<file path="src/rtl/uart_pkg.sv">
// Shared definitions for the UART transmit path: mux select codes and TX sequencer states.
package uart_pkg;

    localparam logic [1:0] SEL_START  = 2'b00;
    localparam logic [1:0] SEL_DATA   = 2'b01;
    localparam logic [1:0] SEL_PARITY = 2'b10;
    localparam logic [1:0] SEL_STOP   = 2'b11;

    typedef enum logic [2:0] {
        ST_IDLE   = 3'd0,
        ST_START  = 3'd1,
        ST_DATA   = 3'd2,
        ST_PARITY = 3'd3,
        ST_STOP   = 3'd4
    } tx_state_t;

    // IDLE shares the stop code so the line rests high between frames.
    function automatic logic [1:0] sel_of(input tx_state_t s);
        case (s)
            ST_START:  return SEL_START;
            ST_DATA:   return SEL_DATA;
            ST_PARITY: return SEL_PARITY;
            default:   return SEL_STOP;
        endcase
    endfunction

endpackage

</file>
<file path="src/rtl/uart_baud_cnt.sv">
// Baud timer: counts 0..CLKS_PER_BIT-1 while enabled; tick marks the last cycle of each bit.
module uart_baud_cnt #(
    parameter int CLKS_PER_BIT = 434
) (
    input  logic clk,
    input  logic rst,
    input  logic clr,
    input  logic en,
    output logic tick
);

    localparam int W = (CLKS_PER_BIT > 1) ? $clog2(CLKS_PER_BIT) : 1;
    localparam logic [W-1:0] LAST = W'(CLKS_PER_BIT - 1);

    logic [W-1:0] cnt;

    assign tick = en && (cnt == LAST);

    always_ff @(posedge clk or posedge rst) begin
        if (rst) begin
            cnt <= '0;
        end else if (clr) begin
            cnt <= '0;
        end else if (en) begin
            cnt <= tick ? '0 : cnt + W'(1);
        end
    end

endmodule

</file>
<file path="src/rtl/uart_tx_ctrl.sv">
// UART transmit sequencer: frames a latched word as start/data/parity/stop and drives tx_mux.
module uart_tx_ctrl
    import uart_pkg::*;
#(
    parameter int CLKS_PER_BIT = 434,
    parameter int DATA_BITS    = 8,
    parameter int PARITY_EN    = 1,
    parameter int PARITY_ODD   = 0,
    parameter int STOP_BITS    = 1
) (
    input  logic                 clk,
    input  logic                 rst,
    input  logic                 tx_start,
    input  logic [DATA_BITS-1:0] tx_data,
    output logic                 busy,
    output logic                 done,
    output logic [1:0]           selection,
    output logic                 start_bit,
    output logic                 data_bit,
    output logic                 parity_bit,
    output logic                 stop_bit
);

    generate
        if (CLKS_PER_BIT < 2) begin : g_bad_cpb
            $error("uart_tx_ctrl: CLKS_PER_BIT must be >= 2");
        end
        if (DATA_BITS < 5 || DATA_BITS > 9) begin : g_bad_db
            $error("uart_tx_ctrl: DATA_BITS must be 5..9");
        end
        if (STOP_BITS != 1 && STOP_BITS != 2) begin : g_bad_sb
            $error("uart_tx_ctrl: STOP_BITS must be 1 or 2");
        end
    endgenerate

    localparam int BW = $clog2(DATA_BITS + 1);
    localparam logic [BW-1:0] LAST_DATA = BW'(DATA_BITS - 1);
    localparam logic [BW-1:0] LAST_STOP = BW'(STOP_BITS - 1);

    tx_state_t            state, state_next;
    logic                 tick;
    logic [BW-1:0]        bit_cnt;
    logic [DATA_BITS-1:0] shreg;
    logic [1:0]           sel_next;
    logic                 busy_next, done_next;
    logic                 accept;
    logic                 parity_calc;

    assign accept      = (state == ST_IDLE) && tx_start;
    assign parity_calc = (^tx_data) ^ (PARITY_ODD != 0);
    assign start_bit   = 1'b0;
    assign stop_bit    = 1'b1;
    assign data_bit    = shreg[0];

    uart_baud_cnt #(.CLKS_PER_BIT(CLKS_PER_BIT)) u_baud (
        .clk  (clk),
        .rst  (rst),
        .clr  (state == ST_IDLE),
        .en   (state != ST_IDLE),
        .tick (tick)
    );

    always_ff @(posedge clk or posedge rst) begin
        if (rst) begin
            state <= ST_IDLE;
        end else begin
            state <= state_next;
        end
    end

    always_comb begin
        state_next = state;
        case (state)
            ST_IDLE:   if (tx_start) state_next = ST_START;
            ST_START:  if (tick) state_next = ST_DATA;
            ST_DATA:   if (tick && bit_cnt == LAST_DATA)
                           state_next = (PARITY_EN != 0) ? ST_PARITY : ST_STOP;
            ST_PARITY: if (tick) state_next = ST_STOP;
            ST_STOP:   if (tick && bit_cnt == LAST_STOP) state_next = ST_IDLE;
            default:   state_next = ST_IDLE;
        endcase
    end

    always_comb begin
        sel_next  = sel_of(state_next);
        busy_next = (state_next != ST_IDLE);
        done_next = (state == ST_STOP) && (state_next == ST_IDLE);
    end

    // Outputs are registered from the next-state values so they line up with the state register.
    always_ff @(posedge clk or posedge rst) begin
        if (rst) begin
            selection <= SEL_STOP;
            busy      <= 1'b0;
            done      <= 1'b0;
        end else begin
            selection <= sel_next;
            busy      <= busy_next;
            done      <= done_next;
        end
    end

    // bit_cnt indexes payload bits in DATA and stop bits in STOP.
    always_ff @(posedge clk or posedge rst) begin
        if (rst) begin
            shreg      <= '0;
            parity_bit <= 1'b0;
            bit_cnt    <= '0;
        end else if (accept) begin
            shreg      <= tx_data;
            parity_bit <= parity_calc;
            bit_cnt    <= '0;
        end else if (tick) begin
            if (state == ST_DATA) begin
                shreg   <= shreg >> 1;
                bit_cnt <= (bit_cnt == LAST_DATA) ? '0 : bit_cnt + BW'(1);
            end else if (state == ST_STOP) begin
                bit_cnt <= (bit_cnt == LAST_STOP) ? '0 : bit_cnt + BW'(1);
            end
        end
    end

endmodule

</file>
<file path="config.mk">
export PLATFORM = sky130hd
export DESIGN_NAME = uart_tx_ctrl
export DESIGN_NICKNAME = d
export VERILOG_FILES = /design/src/rtl/uart_pkg.sv /design/src/rtl/uart_baud_cnt.sv /design/src/rtl/uart_tx_ctrl.sv
export SDC_FILE = /design/constraint.sdc
export NUM_CORES = 1
export LEC_CHECK = 0
export ABC_AREA = 1
export CAP_MARGIN = 20
export CORE_UTILIZATION = 55
export CTS_BUF_LIST = sky130_fd_sc_hd__clkbuf_4
export DETAILED_ROUTE_END_ITERATION = 8
export PLACE_DENSITY = 0.79
export SLEW_MARGIN = 10
export SYNTH_ARGS = -nofsm -noshare
export SYNTH_HDL_FRONTEND = slang
export SYNTH_SLANG_ARGS = --single-unit
export TNS_END_PERCENT = 10
</file>
<file path="constraint.sdc">
create_clock -name clk -period 1.64 [get_ports clk]
set_input_delay 0.164 -clock clk [delete_from_list [all_inputs] [get_ports clk]]
set_output_delay 0.164 -clock clk [all_outputs]
set_load 0.05 [all_outputs]
</file>
==> metrics.txt <==
Post-CTS Hold Buffers=0; die width=56.53 µm; post-detail-place hpwl=2226 µm; num rows=19; switching pwr=327.4 µW; crit-path cells=inv_1 -> ha_1 -> nand3_1 -> nor2_4 -> nand2_2 -> nand2_4 -> buf_4 -> nor2_2 -> a31oi_2; Sw Share=0.2494; CTS Buf Count=5; area of the multi-input gates=797.0 µm²; Peak Freq=651.9 MHz; Total GRT Usage=0.2079; CTS root buf=clkbuf_4; setup violators final=0; Fin Clk Skew=15.10 ps; period utilization=0.9354; worst hold path type=in -> async; Worst setup EP type=flip-flop; Initial Util=0.5879; Post-Synthesis Mean Instance Area=8.343 µm²; min cycle time layout=1534 ps; global-route wire length before repair=5023 µm; largest net degree at the start of global routing=30; global route overflow=0; internal power=985.2 µW; CP max FO=6; highest-delay cell along the critical path=dfrtp_1; DRT Wirelength=2970 µm; area delta synth->final=16.76%; slew margin rel.=0.6662; initial antenna violation count=0; fin nets=237; worst hold margin=189.8 ps; # IOs=19; CP max stage delay=410 ps; vias per cell=5.260; Total Die Area=3196 µm²; PD cells=687.5 nW/µm²; drt wl/cell=11.69 µm; I/O Buffers=16; Syn Std Cell Area=1635 µm²; Sequential Power Share=0.562; Layout Cells excl Fill=254; Core Footprint=2781 µm²; Clock Latency Late Sink=330 ps; GP Congestion=0.7961; Netlist cell types=30; type of origin of the critical path=flip-flop; DR iter-0 viols=58; CTS Buffer Depth=2; most frequent cells in the layout=nand2_1, dfrtp_1, nor2_1; antenna cells=0; Die H=56.53 µm; outcome=complete, no violations; clock sinks=29; Pre-antenna DRT Iters=4; dpl cells=241; Clock Pin Slew Worst Setup and Hold Paths=90 ps; final slew viol count=0; Combinational Power Share=0.109; H-tree depth=2; Crit path required time=1900 ps; sequential share of the synthesized area=0.4453; Ys Warns=0; drt drc=0; Tightest Pin Transition=499.9 ps; number of hold violations in the final report=0; cells after synthesis=196; Max Cap Violations=0; Peak supply drop=0.5601 mV; fillcell total=219; CP arrival=1790 ps; Worst Setup Path Type=reg -> reg; clock share of power=0.329; Sequential Area=728.2 µm²; Syn Nets=211; Leak Pwr=0.0009383 µW; vias in the first global route=1,228; CTS tree=yes; layout cells sized above 1=0.2018; Final ANT Viol Nets=0; Seq cells post-synth=29; most common cell after layout, fill and taps aside=nand2_1; vias=1,336
critical path: cells and delay by family, from the launching register on:
family          cells  cell delay (ps)
fa+ha+maj           1              180
buf+inv             2              200
flops               1              410
compound gates      1              130
simple gates        5              540
power groups by stage:
| stage | Clock [µW] | Combinational (µW) | Sequential (µW) |
|---|---|---|---|
| global route | 470 | 155 | 740 |
| CTS | 442 | 144 | 738 |
| floorplan | 0 | 75.4 | 770 |
| detailed placement | 0 | 144 | 751 |
| finish | 432 | 143 | 738 |
| global placement | 0 | 140 | 751 |
per-layer routing:
layer,track usage,wire length (µm),vias up
li1,-,-,670
met1,0.2549,1309,621
met2,0.3361,1428,38
met3,0.05530,166,7
met4,0.1045,67,0
met5,0,0,-
path summary, 6_finish.rpt:
| path | slack [ps] | cells past startpoint | to | startpoint |
|---|---|---|---|---|
| hold reg to reg | 490 | 1 | u_baud.cnt[0] | u_baud.cnt[0] |
| setup reg to reg | 110 | 9 | shreg[0] | u_baud.cnt[1] |
| setup / recovery | 110 | 9 | shreg[0] | u_baud.cnt[1] |
| max in group asynchronous | 1130 | 3 | selection[0] | rst |
| min in group clk | 450 | 3 | shreg[7] | tx_data[7] |
| hold / removal | 190 | 3 | u_baud.cnt[5] | rst |
through the flow:
stage / power (µW) / TNS [ps] / area (µm²) / worst slack [ps] / util
finish: 1313 / 0 / 1909 / 106.0 / 0.6865
global route: 1364 / -3.489 / 1909 / -1.861 / 0.6865
detailed placement: 895.5 / 0 / 1804 / 22.21 / 0.6487
CTS: 1324 / 0 / 1861 / 5.800 / 0.6689
floorplan: 845.7 / 0 / 1635 / 265.2 / -
global placement: 891.7 / 0 / 1804 / 138.7 / 0.6487
synthesized netlist by cell type (all sizes together):
cell	n	area, µm²
nand2	48	202.7
nor2	31	155.2
dfrtp	27	675.7
inv	23	88.83
nand3	17	95.09
xnor2	8	70.07
a21oi	6	33.78
a31oi	6	56.31
o21ai	6	30.02
buf	4	35.02
ha	4	50.05
nor3	4	20.02
xor2	4	35.03
conb	2	7.510
dfstp	2	52.55
nand4	2	12.51
nor3b	2	15.01
flip-flops by register name (all words and copies together), names as in the netlist:
signal / cells
bit_cnt: 4
busy: 1
state: 3
parity_bit: 1
selection: 2
shreg: 8
done: 1
u_baud.cnt: 9
logic make-up after synthesis:
kind of cell               after synthesis  share of synthesized area
xor gates and xnor gates                12                    0.06427
and+or+nand+nor                        104                     0.3060
buffers and inverters                   27                    0.07573
adders and majority gates                4                    0.03061
AOI/OAI and AO/OA                       18                    0.07345
other                                    2                   0.004592
DFF                                     29                     0.4453
layout make-up:
| cell class | count | area share |
|---|---|---|
| Clock buffer | 7 | 0.02752 |
| Clock inverter | 1 | 0.001966 |
| Inverter | 23 | 0.04653 |
| Multi-Input combinational cell | 141 | 0.4174 |
| Sequential cell | 29 | 0.3814 |
| Tap cell | 31 | 0.02031 |
| Timing Repair Buffer | 22 | 0.1048 |
timing repair:
| action | 4_1_cts | 5_1_grt |
|---|---|---|
| setup endpoints to repair | 0 | 8 |
| buffers inserted | 0 | 4 |
| resized for setup | 0 | 4 |
(Power assumes the default switching activity.)
